File: src/rtl/display_pkg.sv
// Shared sheet limits, widths and sequencer state encoding for the sprite animation path.
package display_pkg;

    localparam int SHEET_X_LIMIT = 2048;
    localparam int SHEET_Y_LIMIT = 1024;
    localparam int FRAME_IDX_W   = 6;
    localparam int COORD_X_W     = 11;
    localparam int COORD_Y_W     = 10;

    typedef enum logic [0:0] {
        ST_IDLE = 1'b0,
        ST_PLAY = 1'b1
    } seq_state_e;

    function automatic int sheet_rows(input int num_frames, input int per_row);
        return (num_frames + per_row - 1) / per_row;
    endfunction

endpackage

File: src/rtl/sheet_coord_counter.sv
// Frame index with col/row tracking and registered sprite window coordinates.
// SPRITE_ANIM_PINGPONG_EN adds a down-step that decrements col/row with borrow.
module sheet_coord_counter
    import display_pkg::*;
#(
    parameter int FRAME_W        = 64,
    parameter int FRAME_H        = 64,
    parameter int NUM_FRAMES     = 6,
    parameter int FRAMES_PER_ROW = 4,
    parameter int SHEET_Y0       = 0
) (
    input  logic                   clk,
    input  logic                   reset,
    input  logic                   clear,
    input  logic                   step_up,
`ifdef SPRITE_ANIM_PINGPONG_EN
    input  logic                   step_down,
    output logic                   at_first,
`endif
    output logic                   at_last,
    output logic [FRAME_IDX_W-1:0] frame_idx,
    output logic [COORD_X_W-1:0]   sprite_x_left,
    output logic [COORD_X_W-1:0]   sprite_x_right,
    output logic [COORD_Y_W-1:0]   sprite_y_top,
    output logic [COORD_Y_W-1:0]   sprite_y_bottom
);

    localparam logic [FRAME_IDX_W-1:0] COL_LAST   = 6'(FRAMES_PER_ROW - 1);
    localparam logic [FRAME_IDX_W-1:0] FRAME_LAST = 6'(NUM_FRAMES - 1);

    logic [FRAME_IDX_W-1:0] frame_d, frame_q;
    logic [FRAME_IDX_W-1:0] col_d, col_q;
    logic [FRAME_IDX_W-1:0] row_d, row_q;
    logic [COORD_X_W-1:0]   x_left_d, x_left_q, x_right_d, x_right_q;
    logic [COORD_Y_W-1:0]   y_top_d, y_top_q, y_bot_d, y_bot_q;

    assign at_last = (frame_q == FRAME_LAST);
`ifdef SPRITE_ANIM_PINGPONG_EN
    assign at_first = (frame_q == 6'd0);
`endif

    // Next frame/col/row, with coordinates derived from the next col/row so they land together.
    always_comb begin
        frame_d = frame_q;
        col_d   = col_q;
        row_d   = row_q;
        if (clear) begin
            frame_d = 6'd0;
            col_d   = 6'd0;
            row_d   = 6'd0;
        end else if (step_up) begin
            frame_d = frame_q + 6'd1;
            if (col_q == COL_LAST) begin
                col_d = 6'd0;
                row_d = row_q + 6'd1;
            end else begin
                col_d = col_q + 6'd1;
            end
`ifdef SPRITE_ANIM_PINGPONG_EN
        end else if (step_down) begin
            frame_d = frame_q - 6'd1;
            if (col_q == 6'd0) begin
                col_d = COL_LAST;
                row_d = row_q - 6'd1;
            end else begin
                col_d = col_q - 6'd1;
            end
`endif
        end else begin
            frame_d = frame_q;
        end
        x_left_d  = 11'(int'(col_d) * FRAME_W);
        x_right_d = x_left_d + 11'(FRAME_W);
        y_top_d   = 10'(SHEET_Y0 + int'(row_d) * FRAME_H);
        y_bot_d   = y_top_d + 10'(FRAME_H);
    end

    // Counter and coordinate registers.
    always_ff @(posedge clk) begin
        if (reset) begin
            frame_q   <= 6'd0;
            col_q     <= 6'd0;
            row_q     <= 6'd0;
            x_left_q  <= 11'd0;
            x_right_q <= 11'(FRAME_W);
            y_top_q   <= 10'(SHEET_Y0);
            y_bot_q   <= 10'(SHEET_Y0 + FRAME_H);
        end else begin
            frame_q   <= frame_d;
            col_q     <= col_d;
            row_q     <= row_d;
            x_left_q  <= x_left_d;
            x_right_q <= x_right_d;
            y_top_q   <= y_top_d;
            y_bot_q   <= y_bot_d;
        end
    end

    assign frame_idx       = frame_q;
    assign sprite_x_left   = x_left_q;
    assign sprite_x_right  = x_right_q;
    assign sprite_y_top    = y_top_q;
    assign sprite_y_bottom = y_bot_q;

endmodule

File: src/rtl/sprite_anim_seq.sv
// Sprite-sheet frame sequencer: steps frames on vsync after a trigger, tear-free.
// Optional SPRITE_ANIM_PINGPONG_EN plays forward then backward instead of wrapping.
module sprite_anim_seq
    import display_pkg::*;
#(
    parameter int FRAME_W         = 64,
    parameter int FRAME_H         = 64,
    parameter int NUM_FRAMES      = 6,
    parameter int FRAMES_PER_ROW  = 4,
    parameter int SHEET_Y0        = 0,
    parameter int TICKS_PER_FRAME = 2
) (
    input  logic                   clk,
    input  logic                   reset,
    input  logic                   vsync_pulse,
    input  logic                   trigger,
    input  logic                   enable,
    input  logic                   loop,
    output logic [COORD_X_W-1:0]   sprite_x_left,
    output logic [COORD_X_W-1:0]   sprite_x_right,
    output logic [COORD_Y_W-1:0]   sprite_y_top,
    output logic [COORD_Y_W-1:0]   sprite_y_bottom,
    output logic [FRAME_IDX_W-1:0] frame_idx,
    output logic                   busy,
    output logic                   done
);

    localparam int SHEET_W = FRAMES_PER_ROW * FRAME_W;
    localparam int SHEET_H = SHEET_Y0 + sheet_rows(NUM_FRAMES, FRAMES_PER_ROW) * FRAME_H;
    localparam logic [7:0] TICK_LAST = 8'(TICKS_PER_FRAME - 1);

    if (NUM_FRAMES < 2 || NUM_FRAMES > 64) begin : g_bad_num_frames
        $error("sprite_anim_seq: NUM_FRAMES out of range 2..64");
    end
    if (TICKS_PER_FRAME < 1 || TICKS_PER_FRAME > 255) begin : g_bad_ticks
        $error("sprite_anim_seq: TICKS_PER_FRAME out of range 1..255");
    end
    if (FRAMES_PER_ROW < 1 || SHEET_W >= SHEET_X_LIMIT || SHEET_H >= SHEET_Y_LIMIT) begin : g_bad_sheet
        $error("sprite_anim_seq: sheet extents exceed coordinate range");
    end

    seq_state_e state_d, state_q;
    logic [7:0] tick_d, tick_q;
    logic       pending_d, pending_q;
    logic       busy_d, busy_q;
    logic       done_d, done_q;
    logic       cnt_clear, cnt_up, at_last;
`ifdef SPRITE_ANIM_PINGPONG_EN
    logic       cnt_down, at_first;
    logic       dir_d, dir_q;
`endif

    sheet_coord_counter #(
        .FRAME_W        (FRAME_W),
        .FRAME_H        (FRAME_H),
        .NUM_FRAMES     (NUM_FRAMES),
        .FRAMES_PER_ROW (FRAMES_PER_ROW),
        .SHEET_Y0       (SHEET_Y0)
    ) u_coord (
        .clk             (clk),
        .reset           (reset),
        .clear           (cnt_clear),
        .step_up         (cnt_up),
`ifdef SPRITE_ANIM_PINGPONG_EN
        .step_down       (cnt_down),
        .at_first        (at_first),
`endif
        .at_last         (at_last),
        .frame_idx       (frame_idx),
        .sprite_x_left   (sprite_x_left),
        .sprite_x_right  (sprite_x_right),
        .sprite_y_top    (sprite_y_top),
        .sprite_y_bottom (sprite_y_bottom)
    );

    // Sequencer next-state: everything moves only on an enabled vsync; a same-cycle trigger stays pending.
    always_comb begin
        state_d   = state_q;
        tick_d    = tick_q;
        busy_d    = busy_q;
        done_d    = 1'b0;
        cnt_clear = 1'b0;
        cnt_up    = 1'b0;
`ifdef SPRITE_ANIM_PINGPONG_EN
        cnt_down  = 1'b0;
        dir_d     = dir_q;
`endif
        if (!enable) begin
            pending_d = 1'b0;
        end else begin
            pending_d = pending_q | trigger;
            if (vsync_pulse) begin
                case (state_q)
                    ST_IDLE: begin
                        if (pending_q) begin
                            state_d   = ST_PLAY;
                            tick_d    = 8'd0;
                            cnt_clear = 1'b1;
                            pending_d = trigger;
                            busy_d    = 1'b1;
`ifdef SPRITE_ANIM_PINGPONG_EN
                            dir_d     = 1'b0;
`endif
                        end else begin
                            state_d = ST_IDLE;
                        end
                    end
                    ST_PLAY: begin
                        if (tick_q != TICK_LAST) begin
                            tick_d = tick_q + 8'd1;
                        end else begin
                            tick_d = 8'd0;
`ifdef SPRITE_ANIM_PINGPONG_EN
                            if (!dir_q) begin
                                if (!at_last) begin
                                    cnt_up = 1'b1;
                                end else begin
                                    cnt_down = 1'b1;
                                    dir_d    = 1'b1;
                                end
                            end else if (!at_first) begin
                                cnt_down = 1'b1;
                            end else if (loop || pending_q) begin
                                cnt_up    = 1'b1;
                                dir_d     = 1'b0;
                                pending_d = trigger;
                            end else begin
                                state_d   = ST_IDLE;
                                cnt_clear = 1'b1;
                                dir_d     = 1'b0;
                                busy_d    = 1'b0;
                                done_d    = 1'b1;
                            end
`else
                            if (!at_last) begin
                                cnt_up = 1'b1;
                            end else if (loop || pending_q) begin
                                cnt_clear = 1'b1;
                                pending_d = trigger;
                            end else begin
                                state_d   = ST_IDLE;
                                cnt_clear = 1'b1;
                                busy_d    = 1'b0;
                                done_d    = 1'b1;
                            end
`endif
                        end
                    end
                    default: begin
                        state_d   = ST_IDLE;
                        cnt_clear = 1'b1;
                        busy_d    = 1'b0;
                    end
                endcase
            end else begin
                state_d = state_q;
            end
        end
    end

    // Sequencer state and registered status outputs.
    always_ff @(posedge clk) begin
        if (reset) begin
            state_q   <= ST_IDLE;
            tick_q    <= 8'd0;
            pending_q <= 1'b0;
            busy_q    <= 1'b0;
            done_q    <= 1'b0;
`ifdef SPRITE_ANIM_PINGPONG_EN
            dir_q     <= 1'b0;
`endif
        end else begin
            state_q   <= state_d;
            tick_q    <= tick_d;
            pending_q <= pending_d;
            busy_q    <= busy_d;
            done_q    <= done_d;
`ifdef SPRITE_ANIM_PINGPONG_EN
            dir_q     <= dir_d;
`endif
        end
    end

    assign busy = busy_q;
    assign done = done_q;

endmodule

File: config.mk
export PLATFORM = sky130hd
export DESIGN_NAME = sprite_anim_seq
export DESIGN_NICKNAME = d
export VERILOG_FILES = /design/src/rtl/display_pkg.sv /design/src/rtl/sheet_coord_counter.sv /design/src/rtl/sprite_anim_seq.sv
export SDC_FILE = /design/constraint.sdc
export NUM_CORES = 1
export LEC_CHECK = 0
export BUFFER_PORTS_ARGS = -buffer_cell sky130_fd_sc_hd__buf_2
export CAP_MARGIN = 20
export CORE_MARGIN = 2
export CORE_UTILIZATION = 55
export DETAILED_ROUTE_END_ITERATION = 10
export PLACE_DENSITY = 0.83
export RECOVER_POWER = 50
export SLEW_MARGIN = 10
export SYNTH_ARGS = -nofsm -noshare
export SYNTH_HDL_FRONTEND = slang
export SYNTH_SLANG_ARGS = --single-unit
export TNS_END_PERCENT = 10
File: constraint.sdc
create_clock -name clk -period 5.3 [get_ports clk]
set_clock_uncertainty 0.2 [all_clocks]
set_input_delay 0.795 -clock clk [delete_from_list [all_inputs] [get_ports clk]]
set_output_delay 0.795 -clock clk [all_outputs]
set_load 0.01 [all_outputs]
==> results of run 1 <==
-- area by class of cell --
cell class / count / area [um2]
clock buffer: 8 / 80.1
fill: 361 / 1460
inverter: 4 / 15.0
multi-input combinational: 201 / 1240
sequential: 37 / 741
tap: 48 / 60.1
timing repair buffer: 31 / 121
-- state kept, by name, indices dropped and copies added, names as in the netlist --
register and flops:
tick_q 8, done 1, u_coord.sprite_x_left 5, u_coord.col_q 1, u_coord.sprite_x_right 5, u_coord.sprite_y_top 4, busy 1, state_q 1
u_coord.frame_idx 6, u_coord.sprite_y_bottom 4, pending_q 1
-- cells by family (layout without fill, tap and decap cells) --
group / after synthesis / count (layout) / share of synthesized area (%)
AO/OA/AOI/OAI: 34 / 34 / 11.2
AND/OR/NAND/NOR: 111 / 111 / 27.6
XOR/XNOR: 21 / 21 / 8.50
multiplexers: 4 / 4 / 1.91
other: 1 / 24 / 0.173
adder cells (fa/ha/maj): 7 / 7 / 4.05
buffers and inverters: 41 / 43 / 12.4
flip-flops: 37 / 37 / 34.2
-- power groups by stage --
stage | logic (mW) | clock network [mW] | registers [mW]
2_1_floorplan | 0.0318 | 0 | 0.286
3_3_place_gp | 0.0235 | 0 | 0.286
3_5_place_dp | 0.0237 | 0 | 0.286
4_1_cts | 0.0239 | 0.192 | 0.280
5_1_grt | 0.0275 | 0.203 | 0.280
6_report | 0.0240 | 0.188 | 0.280
-- per-layer routing --
metal | global-route usage, % | wire, um | share of wire, % | vias to the layer above
li1 | - | - | - | 894
met1 | 24.0 | 1850 | 42 | 858
met2 | 37.8 | 2140 | 49 | 64
met3 | 5.74 | 295 | 6.7 | 11
met4 | 9.69 | 90 | 2.1 | 0
met5 | 0 | 0 | 0 | -
-- stage by stage --
step / hold WS (ps) / util (%)
5_1_grt: 320 / 60.8
6_report: 281 / 60.8
4_1_cts: 288 / 61.7
2_1_floorplan: 257 / -
3_5_place_dp: 273 / 59.6
3_3_place_gp: 257 / 59.6
-- worst max-delay path, delay by kind of cell, from the launching register on --
| kind | cells | cell delay [ps] |
|---|---|---|
| AND/OR/NAND/NOR | 6 | 1550 |
| multiplexers | 2 | 450 |
| adder cells (fa/ha/maj) | 2 | 410 |
| flip-flops | 1 | 400 |
-- final timing paths --
kind	endpoint	slack [ps]	start	cells after the start
setup reg to reg	u_coord.sprite_y_bottom[8]	2180	tick_q[0]	10
hold reg to reg	busy	280	busy	2
setup / recovery	u_coord.sprite_y_bottom[8]	2180	tick_q[0]	10
hold / removal	busy	280	busy	2
-- layout by cell type (no fill, tap or decap), drive strengths merged, types with 2 or more instances in the layout --
cell    instances
o41ai           2
nor3           10
and3            4
inv             4
o211ai          2
o21ai           3
xnor2          11
or2             4
or3             4
mux2i           3
a21o            2
nor3b           6
nor2           31
buf             4
nor2b           2
nand3b          2
clkbuf         35
dfxtp          37
xor2           10
ha              7
a211oi          3
conb           24
nand3          14
or4b            2
a21oi          10
and2            2
nor4b           2
nand2          13
nand4           5
nor4            6
a32oi           2
==> results.md, run 1 <==
- The flow ran to the end, and the final reports show no timing, DRC or antenna violations.
- Clock tree synthesis inserted a total of 5 buffers.
- The worst stage delay on the critical path is around 480 ps.
- Net switching is 23.2% of the power.
- Port buffering added 31 buffers.
- Among all flip-flop cells after synthesis, the most frequent one is sky130_fd_sc_hd__dfxtp_1.
- The worst ir drop on vdd is 132 uV.
- The tree is rooted in a sky130_fd_sc_hd__clkbuf_8.
- The number of buffers inserted to repair setup after CTS is 0.
- The count of hold-fix buffers inserted at cts is 0.
- The total global routing overflow is 0.
- In the final layout, the share of cells above drive strength 1 is 6.76%.
- The overall routed net length is 4380 um.
- The number of antenna violations at the first check in global routing is 0.
- After routing the design area is 2260 um2.
- The mean cell area of the mapped netlist is around 8.5 um2.
- The number of slew-limit violations in the final report is 0.
- After synthesis, flip-flops and latches occupy about a third of the total area.
- After synthesis, the most frequently instantiated cells are sky130_fd_sc_hd__dfxtp_1, sky130_fd_sc_hd__nor2_1, sky130_fd_sc_hd__buf_4, sky130_fd_sc_hd__nand3_1, sky130_fd_sc_hd__nand2_1.
- The via density per instance is 5.55.
- The first-pass iteration count of the detailed router is 4.
- The fraction of synthesis flops using an asynchronous set or reset pin is 0%.
- The static power due to leakage is 0.838 nW.
- The worst path uses 58.8% of the clock period.
- The nature of the critical path endpoint is a flip-flop.
- The first global-routing pass estimated 7350 um of wire.
- For this run, the number of Yosys warnings is 0.
- The later pin in the worst-skew pair is clocked with a latency of 290 ps.
- Combinational logic burns under 10% of the power.
- The number of max-cap violations is 0.
- The final setup TNS is 0 ps.
- Counting flops and latches in the post-synthesis netlist gives 37.
- The via count of the first global-routing pass is 1729.
- Setup repair after global routing left no endpoint under its margin.
- In this run the core area contains 22 standard-cell rows.
- Static timing analysis puts the maximum clock frequency at 321 MHz.
- The width of the die is 66.7 um.
- The number of distinct library cells after synthesis is 49.
- The I/O pin total is 56.
- The clock edge transition at the registers on the reported setup and hold paths is 70 ps.
- The number of antenna diodes in the final layout is 0.
- The transition time at the pin with the least slew margin is 632 ps.
- The data required time of the worst path is 5280 ps.
- The cell with the largest stage delay on the worst path is sky130_fd_sc_hd__nor2_1.
- Compared with the post-synthesis result, the final layout area differs by 4.39%.
- Walking the worst path, the cells encountered are ha_1, nor4b_1, nand3_1, nor2_1, mux2i_1, nor2_1, ha_1, nor3b_1, mux2i_1, nand3_1.
- The post-synthesis instance area is 2160 um2.
- Subtracting the final worst setup slack from the clock period gives 3120 ps.
- Once detailed placement completed, the half-perimeter wirelength came to 3240 um.
- The setup slack after layout is 2180 ps.
- In this run the remaining antenna-violating nets after routing total 0.
- Counting every sink on the clock net gives 37.
- The global placement routability congestion is about 0.9.
- In this run, flip-flops and latches consume 56.9% of the power.
- The critical path is of the reg -> reg type.
- The net switching power of the design is 0.114 mW.
- The number of hold violations in the final report was 0.
- The height of the die is 66.7 um.
- The clock tree from TritonCTS is built.
- The number of flops mapped to enable cells by yosys is 0.
- After the last flow step, the layout net total stands at 293.
- In this run, the number of DRC markers left after iteration 0 of detailed routing was 117.
- The number of gates resized after CTS was 0.
- The area fraction of the dominant cell type after synthesis is 34.2%.
- The type of the most critical hold path is reg -> reg.
- The cell count after synthesis is 256.
- The post-placement cell area is approximately 2200 um2.
- The floorplan step defined a core boundary enclosing approximately 3700 um2.
- The floorplan step defined a die boundary enclosing approximately 4500 um2.
- After detailed routing, the number of remaining DRC violations is 0.
- The most repeated cell in the gate-level netlist after synthesis is sky130_fd_sc_hd__dfxtp_1.
- The total internal power is 0.378 mW.
- Once placement completed, the tool counted placed cells totaling 321.
- The setup violation total in the final timing report is 0.
- The initial utilization of the core area, before any placement, comes to 58.2%.
- The worst slack at placement is 2080 ps.
- The category of the worst setup path launch point is a flip-flop.
- The post-synthesis cell type with the largest combined area is sky130_fd_sc_hd__dfxtp_1.
- By area the synthesized netlist is led by sky130_fd_sc_hd__dfxtp_1, sky130_fd_sc_hd__buf_4, sky130_fd_sc_hd__nor2_1.
- The headroom to the max-slew limit is between 50 and 60%.
- The clock passes through at most 2 buffers.
- The total routing resource utilization after global routing is between 20% and 30%.
- The routed wire length per instance is 13.3 um.
- The number of vias in the routed layout is 1827.
- Entering global routing, the biggest net connects 17 pins.
- The power per unit of standard cell area is 218 nW/um2.
- The total power draw is 0.492 mW.
- Along the worst path, the maximum fanout reaches 10.
- The number of standard cells in the final layout excluding fillers is about 330.
- In this run the number of H-tree levels came out at 2.
- Of the total power, the clock network draws around two fifths.
- The data arrival time of the critical path is slightly above 3000 ps.
(Power assumes the default switching activity.)
==> run 2: changes to the inputs <==
- CORE_UTILIZATION: 55 -> 48
- PLACE_DENSITY: 0.83 -> 0.76
- clock period: 5.3 -> 2.7 ns (I/O delays scaled with it)
==> run 2 against run 1 <==
Final area increased by 5.6%. Sequential power increased by 96%. Routed wire length up 0.16%. Combinational power grew 110%. Via count grew 0.16%. Utilization shrank 6.0 points. Sequential cell count unchanged. Global-route usage shrank 3.1 points. First-iteration DRC count decreased by 15%. Critical path type unchanged.
==> results.md, run 2 (synthesis gave the netlist of run 1 again) <==
- The largest net degree at the start of global routing came to 16 (-1).
- The peak fanout along the critical path is 5 (-5).
- Setup repair after global routing left no endpoint under its margin.
- In the layout the commonest cells are sky130_fd_sc_hd__dfxtp_1, sky130_fd_sc_hd__nor2_1, sky130_fd_sc_hd__clkbuf_1.
- The starting utilization of the core area is 49.7% (-8.5 points).
- The headroom to the max-slew limit is 65.0% (+7.3 points).
- The highest clock frequency the design can meet was 396 MHz (+24%).
- The total power draw was 0.990 mW (+100%).
- The clock buffer count from CTS is 5 (unchanged).
- The number of max-cap violations is 0 (unchanged).
- The data required time of the worst path is 2680 ps (-2600 ps).
- The data arrival time of the critical path is 2510 ps (-580 ps).
- The number of sinks driven by the clock tree is 37 (unchanged).
- The net count reported at finish is 306 (+4.4%).
- The maximum clock path buffer count came to 2 (unchanged).
- The sequential cell area in the final layout came to 742 um2 (+0.17%).
- The standard cell core area is 4350 um2 (+17%).
- Walking the worst path, the cells encountered are inv_1, ha_1, or4b_4, o41ai_4, and2_4, nor2_1, ha_2, nor3b_1, mux2i_1, nand3_1.
- The routed wire length per instance came to 12.7 um (-4.5%).
- The number of antenna violations at the first check in global routing is 0 (unchanged).
- The number of buffers inserted to repair setup after CTS is 0 (unchanged).
- The run finished with clean final reports.
- The setup violation total in the final timing report came to 0 (unchanged).
- The shortest clock period the worst path allows after layout is 2520 ps (-594 ps).
- The part of the cycle the worst path needs is 93.5% (+35 points).
- The site row count was 24 (+9.1%).
- Following the worst setup path forward leads to its endpoint at u_coord.sprite_y_bottom[8].
- The I/O pin total came to 56 (unchanged).
- The start point of the critical path is tick_q[1].
- The power per unit of standard cell area was 415 nW/um2 (+91%).
- The final routed DRC violation total came to 0 (unchanged).
- The detailed placement HPWL is 3370 um (+3.9%).
- The worst setup path is of the reg -> reg kind.
- The global routing usage on met3 is 4.84% (-0.90 points).
- The total inserted antenna cells is 0 (unchanged).
- The width of the die is 71.2 um (+6.6%).
- The worst ir drop on vdd is 260 uV (+96%).
- The quantity of I/O buffers inserted on ports is 31 (unchanged).
- TritonCTS built the clock tree.
- The met2 usage was 32.1% (-5.7 points).
- The count of cells along the worst register-to-register path came to 10 (unchanged).
- The depth of the CTS H-tree is 2 (unchanged).
- The count of hold-fix buffers inserted at cts is 0 (unchanged).
- The via density per instance is 5.30 (-4.5%).
- More flip-flops sit in one register than any other, and that register is tick_q.
- The met1 layer usage reported by global route is 21.7% (-2.3 points).
- The first-pass iteration count of the detailed router is 4 (unchanged).
- The final non-filler cell area is 2390 um2 (+5.6%).
- The total routing resource utilization after global routing is 18.4% (-3.1 points).
- The fraction of layout instances using a drive strength above 1 is 13.0% (+6.2 points).
- The buffer and inverter count on the worst path is 1 (+1).
- The cell with the largest stage delay on the worst path is sky130_fd_sc_hd__or4b_4.
- The total global routing overflow is 0 (unchanged).
- The setup slack of the worst register-to-register path is 180 ps (-2010 ps).
- The nature of the critical path endpoint is a flip-flop.
- The overall routed net length is 4380 um (+0.16%).
- The post-placement cell area was 2320 um2 (+4.6%).
- The number of cells on the critical path is 10 (unchanged).
- The hold path depth was 3 (+1).
- The static power due to leakage is 0.916 nW (+9.3%).
- The first-pass GRT wire length came to 7450 um (+1.3%).
- The overall die area is 5060 um2 (+14%).
- The cell at the root of the clock tree is sky130_fd_sc_hd__clkbuf_8.
- The number of vias in the routed layout is 1830 (+0.16%).
- The clock edge transition at the registers on the reported setup and hold paths was 70 ps (about the same).
- The core occupancy in the finished layout was 54.8% (-6.0 points).
- The final setup TNS was 0 ps (unchanged).
- The number of flip-flops under the largest register name is 8 (unchanged).
- The worst hold slack came to 199 ps (-81.9 ps).
- Among cell families on the critical path, the largest total delay comes from simple AND/OR/NAND/NOR gates.
- The count of nets left with antenna violations after detail routing is 0 (unchanged).
- The number of hold violations in the final report is 0 (unchanged).
- The insertion delay of the later-clocked pin in the worst-skew pair is 290 ps (about the same).
- The footprint of the multi-input gates is 1260 um2 (+1.8%).
- The number of design-rule violations left by the first detailed-router iteration is 99 (-15%).
- The number of slew-limit violations in the final report was 0 (unchanged).
- The startpoint identified for the worst register-to-register timing path is tick_q[1].
- The post-CTS resize count is 0 (unchanged).
- The growth of design area from synthesis to finish is 10.2%.
- The via count of the first global-routing pass is 1665 (-3.7%).
- The global placement routability congestion is 0.843 (-5.9%).
- The worst stage delay on the critical path came to 510 ps (+30 ps).
- The worst setup path is launched from a flip-flop.
- The type of the most critical hold path is in -> reg.
- The transition time at the pin with the least slew margin is 518 ps (-114 ps).
- Leaving out fill and tap cells, the most frequent cell in the layout is sky130_fd_sc_hd__dfxtp_1.
- The endpoint of the worst-slack reg-to-reg timing path is u_coord.sprite_y_bottom[8].
- The number of fill cells in the layout came to 436 (+21%).
- met2 is the most crowded layer.
- The height of the die is 71.2 um (+6.6%).
-- run 2: worst min-delay path: cells and delay by family --
family | cells | cell delay, ps
buf+inv | 1 | 120
compound gates | 1 | 60
simple gates | 1 | 60
-- run 2: power by group --
part           total, mW  leakage, nW  internal, mW  switching [mW]
logic             0.0510        0.573        0.0136          0.0374
clock network      0.389       0.0443         0.202           0.187
registers          0.550        0.299         0.548         0.00231
-- run 2: worst min path at each step --
stage	to	from	slack, ps
after floorplan	tick_q[1]	tick_q[1]	260
after global placement	busy	busy	260
after detailed placement	busy	busy	270
after CTS	state_q	enable	190
after global routing	pending_q	enable	200
final	state_q	enable	200
-- run 2: area by class of cell --
type	instances	share of cell area [%]
Timing Repair Buffer	44	8.91
Multi-Input combinational cell	201	53.0
Clock buffer	7	3.62
Inverter	4	0.629
Sequential cell	37	31.1
Tap cell	52	2.73
-- run 2: routing by layer --
metal / share of wire (%) / vias to the layer above
met5: 0 / -
met4: 1.4 / 0
met3: 5.1 / 6
met2: 50 / 50
met1: 44 / 849
li1: - / 925
-- run 2: through the flow --
stage / setup slack (ps) / instances
floorplan: 81.8 / 279
global placement: 140 / 338
detailed placement: 59.5 / 338
CTS: 48.3 / 345
global route: 33.1 / 345
finish: 176 / 345
